[config.mk]
export PLATFORM = sky130hd
export DESIGN_NAME = floating_point_rounding
export DESIGN_NICKNAME = d
export VERILOG_FILES = /design/src/rtl/floating_point_rounding.sv
export SDC_FILE = /design/constraint.sdc
export NUM_CORES = 1
export LEC_CHECK = 0
export CORE_MARGIN = 8
export CORE_UTILIZATION = 50
export CTS_CLUSTER_SIZE = 24
export DETAILED_ROUTE_END_ITERATION = 7
export PLACE_DENSITY = 0.8
export SETUP_SLACK_MARGIN = 0.1
export SLEW_MARGIN = 20
export SYNTH_ARGS = -nofsm -noshare
export SYNTH_HDL_FRONTEND = slang
export SYNTH_SLANG_ARGS = --single-unit
[constraint.sdc]
create_clock -name clk_in -period 2.9 [get_ports clk_in]
set_clock_uncertainty 0.1 [all_clocks]
set_input_delay 0.725 -clock clk_in [delete_from_list [all_inputs] [get_ports clk_in]]
set_output_delay 0.725 -clock clk_in [all_outputs]
set_load 0.01 [all_outputs]
[src/rtl/floating_point_rounding.sv]
// Add/sub stage5: IEEE-754 rounding (RNE/RTZ/+inf/-inf), 2-stage valid/ready pipe.
// Optional sticky inexact/overflow flags when ROUNDING_FLAGS_EN is defined.
module floating_point_rounding #(
  parameter int DATA_WIDTH = 32,
  parameter int MENT_WIDTH = 23,
  parameter int EXPO_WIDTH = 8
) (
  input  logic                  clk_in,
  input  logic                  rst_in,
  input  logic                  valid_in,
  output logic                  ready_out,
  input  logic                  sign_in,
  input  logic [EXPO_WIDTH-1:0] exponent_in,
  input  logic [MENT_WIDTH-1:0] mentissa_in,
  input  logic [2:0]            grs_in,
  input  logic [1:0]            rounding_mode_in,
  output logic                  valid_out,
  input  logic                  ready_in,
  output logic [DATA_WIDTH-1:0] floating_rounded_out
`ifdef ROUNDING_FLAGS_EN
  ,
  input  logic                  flags_clear_in,
  output logic                  inexact_flag_out,
  output logic                  overflow_flag_out
`endif
);

  localparam int EM = EXPO_WIDTH + MENT_WIDTH;

  logic          w_s2_adv;
  logic          w_s1_adv;
  logic          w_xfer_in;
  logic          w_xfer_out;
  logic          w_g;
  logic          w_r;
  logic          w_s;
  logic          w_any;
  logic          w_special;
  logic          w_inc;
  logic [EM-1:0] w_sum;

  logic          r_s1_valid;
  logic          r_s1_sign;
  logic [EM-1:0] r_s1_em;
  logic          r_s1_inc;
  logic          r_s2_valid;
  logic [DATA_WIDTH-1:0] r_out;

  assign w_g        = grs_in[2];
  assign w_r        = grs_in[1];
  assign w_s        = grs_in[0];
  assign w_any      = |grs_in;
  assign w_special  = &exponent_in;

  assign w_s2_adv   = ~r_s2_valid | ready_in;
  assign w_s1_adv   = ~r_s1_valid | w_s2_adv;
  assign w_xfer_in  = valid_in & w_s1_adv;
  assign w_xfer_out = r_s2_valid & ready_in;

  assign ready_out  = w_s1_adv;
  assign valid_out  = r_s2_valid;
  assign floating_rounded_out = r_out;

  // The increment is a single carry into {exp,frac}; carries ripple into the exponent.
  assign w_sum = r_s1_em + EM'(r_s1_inc);

  // Round-up decision per mode; Inf/NaN operands never round.
  always_comb begin
    w_inc = 1'b0;
    unique case (rounding_mode_in)
      2'b00: w_inc = w_g & (w_r | w_s | mentissa_in[0]);
      2'b01: w_inc = 1'b0;
      2'b10: w_inc = ~sign_in & w_any;
      2'b11: w_inc = sign_in & w_any;
      default: w_inc = 1'b0;
    endcase
    if (w_special) w_inc = 1'b0;
  end

  // S1: capture operand and rounding decision.
  always_ff @(posedge clk_in) begin
    if (rst_in) begin
      r_s1_valid <= 1'b0;
      r_s1_sign  <= 1'b0;
      r_s1_em    <= '0;
      r_s1_inc   <= 1'b0;
    end else if (w_s1_adv) begin
      r_s1_valid <= valid_in;
      if (w_xfer_in) begin
        r_s1_sign <= sign_in;
        r_s1_em   <= {exponent_in, mentissa_in};
        r_s1_inc  <= w_inc;
      end
    end
  end

  // S2: apply increment; data holds while empty or stalled.
  always_ff @(posedge clk_in) begin
    if (rst_in) begin
      r_s2_valid <= 1'b0;
      r_out      <= '0;
    end else if (w_s2_adv) begin
      r_s2_valid <= r_s1_valid;
      if (r_s1_valid) r_out <= {r_s1_sign, w_sum};
    end
  end

`ifdef ROUNDING_FLAGS_EN
  logic r_s1_inexact;
  logic r_s1_special;
  logic r_s2_inexact;
  logic r_s2_special;
  logic r_inexact_flag;
  logic r_overflow_flag;
  logic w_ovf;

  assign w_ovf = (&r_out[DATA_WIDTH-2 -: EXPO_WIDTH]) & ~r_s2_special;
  assign inexact_flag_out  = r_inexact_flag;
  assign overflow_flag_out = r_overflow_flag;

  // Side-band status travelling alongside the datapath.
  always_ff @(posedge clk_in) begin
    if (rst_in) begin
      r_s1_inexact <= 1'b0;
      r_s1_special <= 1'b0;
      r_s2_inexact <= 1'b0;
      r_s2_special <= 1'b0;
    end else begin
      if (w_xfer_in) begin
        r_s1_inexact <= w_any & ~w_special;
        r_s1_special <= w_special;
      end
      if (w_s2_adv & r_s1_valid) begin
        r_s2_inexact <= r_s1_inexact;
        r_s2_special <= r_s1_special;
      end
    end
  end

  // Sticky flags; a set on an output transfer beats a same-cycle clear.
  always_ff @(posedge clk_in) begin
    if (rst_in) begin
      r_inexact_flag  <= 1'b0;
      r_overflow_flag <= 1'b0;
    end else begin
      if (flags_clear_in) begin
        r_inexact_flag  <= 1'b0;
        r_overflow_flag <= 1'b0;
      end
      if (w_xfer_out & r_s2_inexact) r_inexact_flag  <= 1'b1;
      if (w_xfer_out & w_ovf)        r_overflow_flag <= 1'b1;
    end
  end
`else
  logic w_unused;
  assign w_unused = w_xfer_out;
`endif

endmodule

# Word level (Yosys, flattened, before mapping)
# Cells that the tools add are included.
# word_totals
regBits,67
inputBits,41
out_inout_bits,34
word_cells,28
# op_classes
addsub,1
n_eq_ne,3
n_mux,2
bitwise_logic,11
n_reduce_logical,5
# op_table
operator,n
31-bit by 1-bit adder with 31-bit output,1
8-bit AND reduction,1
1-bit AND,4
"2-bit equality test, second input constant",2
1-bit bitwise OR,4
1-bit one-hot mux with 4 select lines,1
2-bit AND reduction,2
1-bit NOT,3
3-bit OR reduction,1
"2-bit by 1-bit equality test with 1-bit output, second input constant",1
2-bit zero test,1
1-bit 2-to-1 mux,1

# Logic depth before layout (Yosys ltp)
# Gate-level depths: netlist of run 1.
# logic_depth
ltp_word,5
depth_mapped,7
depth_no_buf,6

# Least setup slack after synthesis of run 1
# OpenSTA, ideal clock, no wires.
# synth_path
kind,input to register
from,in ready_in
to,"reg r_out[19], in the netlist floating_rounded_out[19]"
setup_time_ps,63
arrival_time_ps,1954
path_slack_ps,783
stages,7
path_buffers,3
cell_sequence,nand2b_1 > clkbuf_1 > and2_2 > clkbuf_1 > buf_1 > o2111ai_1 > nand3_1
# synth_between
elab_chain_len,2
# synth_lines
element,line,source
from (decl),18,"input logic ready_in,"
1-bit bitwise OR,55,assign w_s2_adv = ~r_s2_valid | ready_in;
2-bit AND reduction (no source line),n/a,
to (signal assigned),104,"if (r_s1_valid) r_out <= {r_s1_sign, w_sum};"
to (decl),47,logic [DATA_WIDTH-1:0] r_out;
# Every way passes these cells.
# A chain may end at the register's enable or synchronous reset.

# Worst setup path after layout of run 1
# layout_path
from,in ready_in
to,out ready_out
# layout_between
elab_chain_len,2
# layout_lines
element,line,source
1-bit bitwise OR,55,
1-bit bitwise OR,56,assign w_s1_adv = ~r_s1_valid | w_s2_adv;
to (decl),11,"output logic ready_out,"
# Every way passes these cells.

==> flow_summary.toml, run 1 <==
[timing]
max_freq_ghz = 0.414
whs_ns = 0.361
tns_ns = 0
finalMaxSlewViolations = 0
slew_headroom_pct = 57.6
finalSetupViolCount = 0
worstMarginPinSlew_ns = 0.631
rsz0062_at_grt = "no"
fin_crit_ns = 2.41
finalHoldViolations = 0
timing.final.crit_share_pct = 83.2

[hold_path]
worstHoldStart = "r_s1_sign$_SDFFE_PP0P_"
hold_class = "reg2reg"
holdPathStages = 2
whs_endpoint = "floating_rounded_out[31]$_SDFFE_PP0P_"

[worst_setup_path]
rr_endpoint = "floating_rounded_out[28]$_SDFFE_PP0P_"
timing.rr.start = "r_s1_inc$_SDFFE_PP0P_"
crit_fanout = 3
crit_type = "in2out"
start_kind = "input port"
crit_required_ns = 2.08
reg2regPathDepth = 6
reg2reg_slack_ns = 0.56
arrival_ns = 1.59
critPathCaptureType = "primary output"

[die]
ios = 75
dieArea_um2 = 9390
core_area_um2 = 6350
rows = 29
die_w_um = 96.9
start_util_pct = 51.5
die_y_um = 96.9

[synthesis]
synthArstFlopShare_pct = 0
synthTopCellsByArea = "dfxtp_1, nand2_1, a21oi_1"
synth_top_area_share_pct = 41.0
synth_flop_cell = "dfxtp_1"
syn-num-nets = 461
yosys.area.top_type = "dfxtp_1"
synthCells = 418
synth_edf_count = 0
postSynthAreaPerCell_um2 = 7.83
ys_seq_elements = 67
synth_cell_types = 46
synth_area_um2 = 3270
synth-seq-area-share_pct = 41.0
yosys_warnings = 0

[power_and_ir_drop]
vdd.ir_drop.worst_uv = 322
p_total_mw = 2.17
p_leak_nw = 1.51
p_per_area_nw_per_um2 = 509

[layout]
area_growth_pct = 30.3
post-route-util_pct = 67.2
antennaDiodeCount = 0
layout-drive-gt1-share_pct = 6.73
instances_no_fill = 567
fillers = 538
nNetsFinal = 528

[detailed_routing]
vias_per_cell = 5.82
post-route-drc-count = 0
drtIter0Drc = 224
dr.pass1.iters = 6
ant_nets = 0
drt_wl_total_um = 8980
post_drt_wl_per_cell_um = 15.8
vias = 3300

[clocking]
clkLatencyLatePin_ns = 0.34
cts_max_level = 3
cts-hold-fix-buffers = 0
clockBufferDepth = 2
cts_tree = "yes"
clkSlewWorstSetupHoldPaths_ns = 0.07
cts_made_buffers = 9
numClockSinks = 67
cts-root-buf = "clkbuf_8"

[global_routing]
grt_pass1_wl_um = 15000
grt.overflow.total = 0
grt_pass1_vias = 3145
antenna_found_initial = 0
grt_max_degree = 34
track_usage_pct = 18.7

[placement]
port_buffers = 74
gp_congestion = 0.895
dp_cells = 551
dp_hpwl_um = 6440

[status]
outcome = "complete, no violations"

[flow_run]
max_cap_viol_count = 0
-- through the flow --
step	area [µm²]	setup slack [ns]
2_1_floorplan	3270	0.783
3_3_place_gp	4050	0.166
3_5_place_dp	4050	0.146
4_1_cts	4260	0.140
5_1_grt	4270	0.399
6_report	4270	0.486
-- layout by cell type (no fill, tap or decap), types with 2 or more instances in the layout --
cell / n
nor2b_1: 3
nor4_1: 15
bufinv_16: 2
nor3_1: 12
dfxtp_1: 67
nand3b_1: 4
a211oi_1: 15
clkdlybuf4s50_1: 72
o32ai_1: 2
nor2_1: 30
xor2_1: 4
a41oi_1: 2
ha_1: 2
and3_1: 6
o2111ai_1: 2
inv_1: 15
nand2_1: 80
nor4b_1: 2
and4_1: 7
a21oi_1: 43
buf_4: 11
a311oi_1: 2
or3_1: 5
nand3_1: 20
o32a_1: 3
nand4_1: 18
nand2b_1: 3
xnor2_1: 8
clkinv_2: 2
clkbuf_8: 9
o311a_1: 3
-- cell families (layout without fill, tap and decap cells) --
kind of cell	after synthesis	after routing	synth area share [%]
simple gates	212	212	32.4
compound gates	79	79	15.6
flops	67	67	41.0
buf+inv	45	117	6.73
xor+xnor	12	12	3.21
fa+ha+maj	2	2	0.764
mux	1	1	0.306
-- critical path, cell delays in order --
cell and delay [ns]:
clkdlybuf4s50_1 0.43, nand3b_1 0.22, dlymetal6s2s_1 0.21
-- Yosys cell counts, types with 4 or more instances --
master    number
and4_1         7
nor4_1        15
nor2_1        30
nand4_1       18
buf_1          4
nand3b_1       4
nand2_1       80
and3_1         6
a21oi_1       44
a211oi_1      15
dfxtp_1       67
or3_1          5
xnor2_1        8
nand3_1       20
inv_1         15
nor3_1        12
clkbuf_1      18
xor2_1         4
-- state kept, by name, indices dropped and copies added, names as in the netlist --
name                  flops
floating_rounded_out     32
r_s1_em                  31
r_s1_inc                  1
r_s1_sign                 1
r_s1_valid                1
valid_out                 1
-- worst max-delay path by stage --
stage                        start                               endpoint  slack [ns]  cells after the start
after floorplan           ready_in  floating_rounded_out[19]$_SDFFE_PP0P_        0.78                      7
after global placement    ready_in                              ready_out        0.17                      3
after detailed placement  ready_in                              ready_out        0.15                      3
after CTS                 ready_in                              ready_out        0.14                      3
after global routing      ready_in                              ready_out        0.40                      3
final                     ready_in                              ready_out        0.49                      3
-- area by class of cell --
type | instances | area, µm² | area share [%]
multi-input combinational | 306 | 1720 | 40.2
sequential | 67 | 1340 | 31.4
clock buffer | 10 | 128 | 2.99
timing repair buffer | 86 | 841 | 19.7
tap | 77 | 96.3 | 2.26
inverter | 15 | 56.3 | 1.32
clock inverter | 6 | 87.6 | 2.05
-- report_power, final --
| part | total [mW] | switching [mW] | internal (mW) |
|---|---|---|---|
| registers | 1.02 | 0.0514 | 0.973 |
| clock network | 0.852 | 0.366 | 0.486 |
| logic | 0.294 | 0.139 | 0.155 |
| total | 2.17 | 0.556 | 1.61 |
-- routing by layer --
| layer | vias to the layer above | routed length (µm) | track usage, % |
|---|---|---|---|
| met5 | - | 0 | 0 |
| met4 | 0 | 158 | 7.10 |
| met3 | 18 | 722 | 5.62 |
| met2 | 136 | 4330 | 30.3 |
| met1 | 1516 | 3770 | 22.8 |
| li1 | 1630 | - | - |
-- timing repair --
item,CTS,global route
resized for setup,0,1
setup buffers,0,0
endpoints found under the setup margin,0,1
Note: power is estimated with default switching activity, not from simulation.
==> inputs of run 2 (changes only) <==
- CORE_UTILIZATION: 50 -> 45
- PLACE_DENSITY: 0.8 -> 0.76
- clock period: 2.9 -> 2.1 ns (I/O delays scaled with it)
==> run 2 against run 1 <==
Core utilization decreased by 3.6 points. Final area increased by 6.4%. Power increased by 41%. Register-to-register slack got worse by 0.35 ns. Worst setup slack got worse by 0.35 ns. Critical path type unchanged. Largest cell class unchanged. Largest power group unchanged. Highest routed layer unchanged.
==> flow_summary.toml, run 2 (synthesized netlist as in run 1, its figures left out) <==
[power_and_ir_drop]
p_total_mw = 3.06
p_per_area_nw_per_um2 = 675
vdd.ir_drop.worst_uv = 348
p_leak_nw = 1.64

[timing]
worst_slack_ns = 0.132
slew_headroom_pct = 77.8
finalHoldViolations = 0
tns_ns = 0
max_freq_ghz = 0.508
fin_crit_ns = 1.97
whs_ns = 0.361
finalSetupViolCount = 0
timing.final.crit_share_pct = 93.7
finalMaxSlewViolations = 0
worstMarginPinSlew_ns = 0.330
rsz0062_at_grt = "yes"

[layout]
most-common-layout-cells = "nand2_1, clkdlybuf4s50_1, dfxtp_1, a21oi_1, buf_4"
final_common_cell = "nand2_1"
antennaDiodeCount = 0
stdcell_area_um2 = 4540
layout-drive-gt1-share_pct = 13.5
largest_register_ffs = 32
nNetsFinal = 555
area_growth_pct = 38.6

[detailed_routing]
post_drt_wl_per_cell_um = 15.0
dr.pass1.iters = 4
post-route-drc-count = 0
drtIter0Drc = 180
ant_nets = 0
drt_wl_total_um = 9230
vias_per_cell = 5.49
vias = 3382

[die]
dieArea_um2 = 10300
die_w_um = 101
start_util_pct = 45.9
ios = 75
core_area_um2 = 7140
rows = 31
die_y_um = 101

[global_routing]
track_usage_pct = 18.4
grt_pass1_wl_um = 15300
grt_max_degree = 30
grt.overflow.total = 0
antenna_found_initial = 0
grt_pass1_vias = 3320

[placement]
port_buffers = 74
gp_congestion = 0.872
dp_hpwl_um = 6750
place_ws_ns = -0.282
placed_cell_area_um2 = 4260

[worst_setup_path]
crit_required_ns = 1.47
reg2regPathDepth = 4
critPathCaptureType = "primary output"
arrival_ns = 1.34
timing.rr.start = "r_s1_em[7]$_SDFFE_PP0P_"
crit_type = "in2out"
start_kind = "input port"
crit_path_max_incr_delay_ns = 0.43
crit_fanout = 3
slowest_stage = "clkdlybuf4s50_1"
rr_endpoint = "floating_rounded_out[23]$_SDFFE_PP0P_"
reg2reg_slack_ns = 0.21
path_cells = "clkdlybuf4s50_1 -> nand3b_1 -> buf_2"

[clocking]
numClockSinks = 67
clkSlewWorstSetupHoldPaths_ns = 0.07
cts-root-buf = "clkbuf_8"
cts_made_buffers = 9
cts_max_level = 3
clkLatencyLatePin_ns = 0.34
clockBufferDepth = 2
cts-hold-fix-buffers = 0
cts_tree = "yes"

[status]
outcome = "complete, no violations"

[flow_run]
max_cap_viol_count = 0

[hold_path]
hold_class = "reg2reg"
holdPathStages = 2
whs_endpoint = "floating_rounded_out[31]$_SDFFE_PP0P_"
worstHoldStart = "r_s1_sign$_SDFFE_PP0P_"
==> run 2: cell count changes in the layout (fill, tap and decap cells not counted), moves of 2 or more <==
cell and delta:
buf_4 +27, clkbuf_8 +2, ha_1 -2, nor4_2 +2, ha_2 +2, nor4_1 -2
==> run 2: per-stage QoR <==
step | utilization [%] | instances
6_report | 63.6 | 616
3_5_place_dp | 59.7 | 598
3_3_place_gp | 59.7 | 598
5_1_grt | 63.6 | 616
2_1_floorplan | - | 418
4_1_cts | 63.2 | 615
==> run 2: cell type report <==
| class | count | area, µm² |
|---|---|---|
| clock inverter | 5 | 75.1 |
| clock buffer | 11 | 151 |
| multi-input combinational | 306 | 1750 |
| fill | 636 | 2600 |
| inverter | 15 | 56.3 |
| sequential | 67 | 1340 |
| tap | 99 | 124 |
| timing repair buffer | 113 | 1040 |
==> run 2: power breakdown <==
group          leakage (nW)  total (mW)  internal (mW)  switching (mW)
logic                 0.975       0.437          0.237           0.201
clock network         0.119        1.21          0.727           0.484
registers             0.551        1.41           1.34          0.0689
total                  1.64        3.06           2.31           0.753
==> run 2: how the worst max path moves through the flow <==
stage	start	to	slack, ns
3_3_place_gp	ready_in	ready_out	-0.28
2_1_floorplan	r_s1_em[0]$_SDFFE_PP0P_	floating_rounded_out[24]$_SDFFE_PP0P_	0.16
3_5_place_dp	ready_in	ready_out	-0.28
6_report	ready_in	ready_out	0.13
5_1_grt	r_s1_em[0]$_SDFFE_PP0P_	floating_rounded_out[25]$_SDFFE_PP0P_	0.06
4_1_cts	ready_in	ready_out	0.06
==> run 2: what timing repair did <==
item,in CTS,in global routing
resized for setup,5,8
hold endpoints to repair,0,0
buffers inserted,1,1
setup endpoints to repair,6,13
pin swaps,0,1
==> run 2: critical path, delay by kind of cell <==
family | cells | cell delay [ns]
AND/OR/NAND/NOR | 1 | 0.22
buffers and inverters | 2 | 0.60
==> run 2: per-layer routing <==
layer,vias to the layer above,track usage [%],wire [µm]
li1,1687,-,-
met1,1598,21.5,4080
met2,83,30.7,4460
met3,14,4.19,508
met4,0,10.2,187
met5,-,0,0
==> inputs of run 3 (changes only) <==
- SLEW_MARGIN: 20 -> default
==> results of run 3 <==
No change in the layout: final DEF, timing and power equal those of run 2.
